==> config.mk <==
export PLATFORM = sky130hd
export DESIGN_NAME = pipeline_ctrl
export DESIGN_NICKNAME = d
export VERILOG_FILES = /design/src/rtl/pipeline_ctrl.sv
export SDC_FILE = /design/constraint.sdc
export NUM_CORES = 1
export LEC_CHECK = 0
export BUFFER_PORTS_ARGS = -buffer_cell sky130_fd_sc_hd__buf_2
export CAP_MARGIN = 20
export CORE_MARGIN = 10
export CORE_UTILIZATION = 35
export DETAILED_ROUTE_END_ITERATION = 8
export MAX_ROUTING_LAYER = met4
export PLACE_DENSITY_LB_ADDON = 0.12
export SLEW_MARGIN = 10
export SYNTH_ARGS = -nofsm -noshare
export SYNTH_HDL_FRONTEND = slang
export SYNTH_SLANG_ARGS = --single-unit
==> constraint.sdc <==
create_clock -name clk -period 2 [get_ports clk]
set_input_delay 0.2 -clock clk [delete_from_list [all_inputs] [get_ports clk]]
set_output_delay 0.2 -clock clk [all_outputs]
set_load 0.02 [all_outputs]
==> src/rtl/pipeline_ctrl.sv <==
// Stall/flush controller for the 5-stage RV32I pipeline: buffer load/flush enables
// from cache handshakes, load-use and taken-branch hazards, plus stall counters.
module pipeline_ctrl #(
    parameter int CNT_W = 32
) (
    input  logic             clk,
    input  logic             rst,
    input  logic             imem_read,
    input  logic             imem_resp,
    input  logic             dmem_req,
    input  logic             dmem_resp,
    input  logic             id_ex_memread,
    input  logic [4:0]       id_ex_rd,
    input  logic [4:0]       if_id_rs1,
    input  logic [4:0]       if_id_rs2,
    input  logic             if_id_uses_rs2,
    input  logic             br_taken,
    output logic             load_pc,
    output logic             load_if_id,
    output logic             load_id_ex,
    output logic             load_ex_mem,
    output logic             load_mem_wb,
    output logic             flush_if_id,
    output logic             flush_id_ex,
    output logic [CNT_W-1:0] mem_stall_cnt,
    output logic [CNT_W-1:0] hazard_stall_cnt,
    output logic [CNT_W-1:0] flush_cnt
);

    localparam logic [0:0] RUN      = 1'b0;
    localparam logic [0:0] MEM_WAIT = 1'b1;

    logic [0:0] state_reg, state_next;
    logic       i_done_reg, i_done_next;
    logic       d_done_reg, d_done_next;

    logic i_ok, d_ok, advance;
    logic rs1_match, rs2_match, load_use, branch;

    assign i_ok    = !imem_read | imem_resp | i_done_reg;
    assign d_ok    = !dmem_req  | dmem_resp | d_done_reg;
    assign advance = i_ok & d_ok;

    assign rs1_match = (id_ex_rd == if_id_rs1);
    assign rs2_match = if_id_uses_rs2 & (id_ex_rd == if_id_rs2);
    assign load_use  = id_ex_memread & (id_ex_rd != 5'd0) & (rs1_match | rs2_match);
    assign branch    = br_taken;

    always_comb begin
        state_next = state_reg;
        case (state_reg)
            RUN:      if (!advance) state_next = MEM_WAIT;
            MEM_WAIT: if (advance)  state_next = RUN;
            default:  state_next = RUN;
        endcase
    end

    // Responses without a matching request never set a flag.
    always_comb begin
        i_done_next = i_done_reg;
        d_done_next = d_done_reg;
        if (advance) begin
            i_done_next = 1'b0;
            d_done_next = 1'b0;
        end else begin
            if (imem_read & imem_resp) i_done_next = 1'b1;
            if (dmem_req & dmem_resp)  d_done_next = 1'b1;
        end
    end

    always_ff @(posedge clk) begin
        if (!rst) begin
            state_reg  <= RUN;
            i_done_reg <= 1'b0;
            d_done_reg <= 1'b0;
        end else begin
            state_reg  <= state_next;
            i_done_reg <= i_done_next;
            d_done_reg <= d_done_next;
        end
    end

    // Branch outranks load-use: the flush discards the dependent instruction anyway.
    always_comb begin
        load_pc     = 1'b0;
        load_if_id  = 1'b0;
        load_id_ex  = 1'b0;
        load_ex_mem = 1'b0;
        load_mem_wb = 1'b0;
        flush_if_id = 1'b0;
        flush_id_ex = 1'b0;
        if (rst && advance) begin
            load_id_ex  = 1'b1;
            load_ex_mem = 1'b1;
            load_mem_wb = 1'b1;
            if (branch) begin
                load_pc     = 1'b1;
                load_if_id  = 1'b1;
                flush_if_id = 1'b1;
                flush_id_ex = 1'b1;
            end else if (load_use) begin
                flush_id_ex = 1'b1;
            end else begin
                load_pc    = 1'b1;
                load_if_id = 1'b1;
            end
        end
    end

    logic [2:0]       cnt_inc;
    logic [CNT_W-1:0] cnt_val [3];

    assign cnt_inc[0] = !advance;
    assign cnt_inc[1] = advance & load_use & !branch;
    assign cnt_inc[2] = advance & branch;

    generate
        for (genvar gi = 0; gi < 3; gi++) begin : gen_cnt
            logic [CNT_W-1:0] count_reg;
            always_ff @(posedge clk) begin
                if (!rst)
                    count_reg <= '0;
                else if (cnt_inc[gi] && (count_reg != {CNT_W{1'b1}}))
                    count_reg <= count_reg + {{(CNT_W-1){1'b0}}, 1'b1};
            end
            assign cnt_val[gi] = count_reg;
        end
    endgenerate

    assign mem_stall_cnt    = cnt_val[0];
    assign hazard_stall_cnt = cnt_val[1];
    assign flush_cnt        = cnt_val[2];

endmodule
==> Word-level counts from Yosys, hierarchy flattened <==
Index checks and enable logic that the tools add are counted.
{ "op_classes": {"add_sub_neg": 3, "n_eq_ne": 5, "mux": 9, "n_bitwise": 15, "n_reduce_logical": 10} }
{ "ops": {"columns": ["op", "n"], "rows": [
  ["adder 32 x 1 -> 32 bit (second input constant)", 3],
  ["!= test 32 bit (second input constant)", 3],
  ["== test 5 bit", 2],
  ["AND 1 bit", 9],
  ["2-to-1 mux 1 bit", 9],
  ["OR 1 bit", 5],
  ["nonzero test 5 bit", 1],
  ["logical AND 1 bit", 4],
  ["logical NOT 1 bit", 4],
  ["OR reduction 2 bit", 1],
  ["inverter 1 bit", 1]
]} }
{ "totals": {"register_bits": 98, "inputBits": 24, "wordCells": 47} }

==> Depth between registers and ports, before layout <==
{ "depth": {"depth_word": 7, "depth_mapped": 9, "ltp_nobuf": 7} }

==> Worst setup path after synthesis <==
Ideal clock, no wire load.
{ "synth_path": {"path_kind": "input -> output", "start": "input id_ex_rd[0]", "end": "output load_pc", "arrival_time_ns": 2.059, "t_required_ns": 1.800, "path_slack_ns": -0.259, "stages": 8, "path_cell_list": "or4_1 > o21ai_1 > nand2b_1 > buf_2 > buf_2 > nor2_1 > nor2_1 > buf_4"} }
{ "synth_between": {"elab_chain_cells": 7, "elab_cells_between_ends": 10, "classes_between": "2 x eq/ne; 3 x mux; 4 x bitwise; 1 x reduce/logical"} }
{ "synth_lines": {"columns": ["element", "line_no", "text"], "rows": [
  ["start: declaration", "13", "input logic [4:0] id_ex_rd,"],
  ["== test 5 bit", "45", "assign rs2_match = if_id_uses_rs2 & (id_ex_rd == if_id_rs2);"],
  ["AND 1 bit", "45", null],
  ["OR 1 bit", "46", "assign load_use = id_ex_memread & (id_ex_rd != 5'd0) & (rs1_match | rs2_match);"],
  ["AND 1 bit (*)", "46", null],
  ["2-to-1 mux 1 bit (*) (3 in a row)", null, null],
  ["end: declaration", "18", "output logic load_pc,"]
]} }
Every way passes the cells marked *; elsewhere a longest branch is shown, timed or not.

==> Final worst setup path <==
{ "layout_path": {"start": "register gen_cnt[1].count_reg[11] (netlist: hazard_stall_cnt[11])", "end": "register gen_cnt[1].count_reg[29] (netlist: hazard_stall_cnt[29])"} }
{ "layout_between": {"elab_chain_cells": 2, "elab_cells_between_ends": 3, "classes_between": "1 x add/sub; 1 x eq/ne; 1 x reduce/logical"} }
{ "layout_lines": {"columns": ["element", "line_no", "text"], "rows": [
  ["start: declaration", "119", "logic [CNT_W-1:0] count_reg;"],
  ["start signal: assignment", "124", "count_reg <= count_reg + {{(CNT_W-1){1'b0}}, 1'b1};"],
  ["branches (longest 2 deep; another with adder 32 x 1 -> 32 bit)", null, null]
]} }
Parallel ways; which one is timed is not known.
A chain may end at the register's enable or synchronous reset.

==> impl_metrics.json <==
{
  "status": "finished clean",
  "slowest_delay_ns": 0.39,
  "port_buffers": 126,
  "ys_ff_latch": 98,
  "die-width_um": 140,
  "synth_nets": 639,
  "globalRoute.totalOverflow": 0,
  "clock_skew_ns": 0.0116,
  "drt-initial-drc-count": 232,
  "vias_per_cell": 5.27,
  "htreeDepth": 3,
  "num_antenna_cells": 0,
  "synth_area_sq_um": 5050,
  "ys_async_sr_fraction_pct": 0,
  "synthCells": 612,
  "setup_viol": 0,
  "worstPathRequired_ns": 2.27,
  "nFillCells": 1418,
  "area_delta_synth_final_pct": 34.6,
  "clock_sinks": 98,
  "critical_path_cell_count": 7,
  "slew-limit-headroom_pct": 62.7,
  "nets": 829,
  "wirelength_mm": 15.5,
  "rsz0062_at_grt": "yes",
  "grt_max_degree": 38,
  "crit_buf_inv": 1,
  "yosys.area.top_type_share_pct": 38.8,
  "path_clk_slew_ns": 0.07,
  "cts-root-buf": "clkbuf_16",
  "arrival_ns": 2.20,
  "r2r_start": "hazard_stall_cnt[11]",
  "yosysWarnings": 0,
  "critPathLaunch": "hazard_stall_cnt[11]",
  "timing.rr.end": "hazard_stall_cnt[29]",
  "critPathKind": "reg2reg",
  "fin_setup_tns_ns": 0,
  "synth_ff_type": "dfxtp_1",
  "finalCritPeriodShare_pct": 96.2,
  "vias": 5205,
  "drive_gt1_share_pct": 33.1,
  "grt_pass1_wl_mm": 24.8,
  "core_region_area_sq_um": 14000,
  "cp_slowest_cell": "dfxtp_2",
  "start_util_pct": 36.1,
  "wl_per_cell_um": 15.7,
  "grt_pass1_vias": 4903,
  "grt_antenna_before_repair": 0,
  "gp_congestion": 0.849,
  "yosysSeqAreaShare_pct": 38.8,
  "clock_latency_ns": 0.35,
  "mostFrequentLayoutCells": "126 x buf_2, 82 x dfxtp_1, 74 x buf_4, 73 x nor2_1, 54 x nand2_1",
  "holdWs_ns": 0.129,
  "cp_max_fo": 7,
  "finalCriticalPeriod_ns": 1.92,
  "r2r_cells": 7,
  "r2r_slack_ns": 0.08,
  "max_slew.worst_pin.slew_ns": 0.559,
  "clk_path_buf_depth": 2,
  "io_pins": 127,
  "hp-class": "in2reg",
  "dr.pass1.iters": 6,
  "rows": 43,
  "critical_path.startpoint_type": "flip-flop",
  "setup.worst_path.end": "hazard_stall_cnt[29]",
  "finalPower_mw": 3.90,
  "synth_largest_area_cell": "dfxtp_1",
  "p_per_area_nw_per_um2": 573,
  "die_area_sq_um": 19600,
  "synth_edf_count": 0,
  "final_common_cell": "buf_2",
  "hold_viol_final": 0,
  "synth_cell_type_count": 52,
  "endpoint_kind": "flip-flop",
  "track_usage_pct": 15.4,
  "antenna_left": 0,
  "cts_tree": "yes",
  "worstPathCellList": "nand4_1 > nor2_2 > nand2_1 > or3_4 > buf_4 > or3_1 > a21oi_1",
  "drv_slew": 0,
  "clock.fmax_mhz": 520,
  "cts_buffers": 9,
  "leakagePower_nw": 2.79,
  "final_core_util_pct": 48.6,
  "dp_hpwl_mm": 11.9,
  "die_y_um": 140,
  "cts_hold_buffers": 0,
  "syn_area_per_cell_sq_um": 8.25,
  "vdd_drop_max_mv": 0.367,
  "cp_top_family": "simple AND/OR/NAND/NOR gates",
  "drc": 0,
  "max_cap_violations": 0,
  "ys_top_cells_by_area": "dfxtp_1 39%, xor2_1 7.5%, nor2_1 5.9%, nand4_1 5.6%, nand2_1 4.2%"
}
-- timing repair --
item / CTS / global route
cloned: 1 / 0
buffers inserted: 0 / 5
endpoints found under the setup margin: 9 / 42
pin swaps: 1 / 6
resized for setup: 3 / 22
-- routing by layer --
| layer | GRT usage, % | wire [um] | vias to the layer above |
|---|---|---|---|
| li1 | - | - | 2606 |
| met1 | 18.7 | 7240 | 2468 |
| met2 | 24.9 | 7380 | 117 |
| met3 | 3.18 | 651 | 14 |
| met4 | 5.00 | 189 | 0 |
| met5 | - | 0 | - |
-- layout make-up --
cell class                 instances  area, sq um  area share, %
tap                              180          225           3.31
multi-input combinational        483         3070           45.2
clock inverter                     4         26.3          0.387
timing repair buffer             201         1210           17.7
inverter                           9         33.8          0.497
sequential                        98         1990           29.2
clock buffer                      12          246           3.63
-- worst register-to-register path, stage by stage (launching register included) --
cell	delay [ns]
dfxtp_2	0.39
nand4_1	0.17
nor2_2	0.18
nand2_1	0.11
or3_4	0.36
buf_4	0.15
or3_1	0.33
a21oi_1	0.15
-- synth_stat cells (all sizes together), types with 3 or more instances --
master	count
nand2	57
or3	13
inv	9
o21ai	14
buf	7
nand2b	13
o31ai	7
and3	13
and2	6
ha	3
dfxtp	98
nor3b	5
nor4	11
xor2	43
nor3	18
or4	10
xnor2	23
mux2i	13
a21oi	26
clkbuf	16
and4	15
nand3	39
nor2	79
nand4	45
-- metrics by stage --
stage	cells	setup slack (ns)	area [sq um]
2_1_floorplan	612	-0.0600	5120
3_3_place_gp	965	-0.0131	6390
3_5_place_dp	965	-0.0609	6390
4_1_cts	982	0.0159	6690
5_1_grt	987	-0.0575	6800
6_report	987	0.0763	6800
-- power breakdown --
group / switching, mW / total (mW) / internal, mW
clock: 0.769 / 1.65 / 0.880
sequential: 0.0115 / 1.97 / 1.96
combinational: 0.172 / 0.280 / 0.108
-- logic make-up (layout without fill, tap and decap cells) --
kind of cell / Yosys count / in the layout / share of synthesized area (%)
AO/OA/AOI/OAI: 67 / 67 / 8.65
XOR/XNOR: 66 / 66 / 11.4
adder cells (fa/ha/maj): 3 / 3 / 0.743
buffers and inverters: 32 / 226 / 2.70
flip-flops: 98 / 98 / 38.8
multiplexers: 13 / 13 / 2.58
AND/OR/NAND/NOR: 333 / 334 / 35.1
-- worst min-delay path by stage --
stage                    from          to  slack (ns)  cells past startpoint
floorplan           dmem_resp  d_done_reg        0.34                      2
global placement     dmem_req  d_done_reg        0.46                      3
detailed placement   dmem_req  d_done_reg        0.47                      3
CTS                 imem_read  i_done_reg        0.12                      3
global route         dmem_req  d_done_reg        0.14                      3
finish               dmem_req  d_done_reg        0.13                      3
Note: power is estimated with default switching activity, not from simulation.
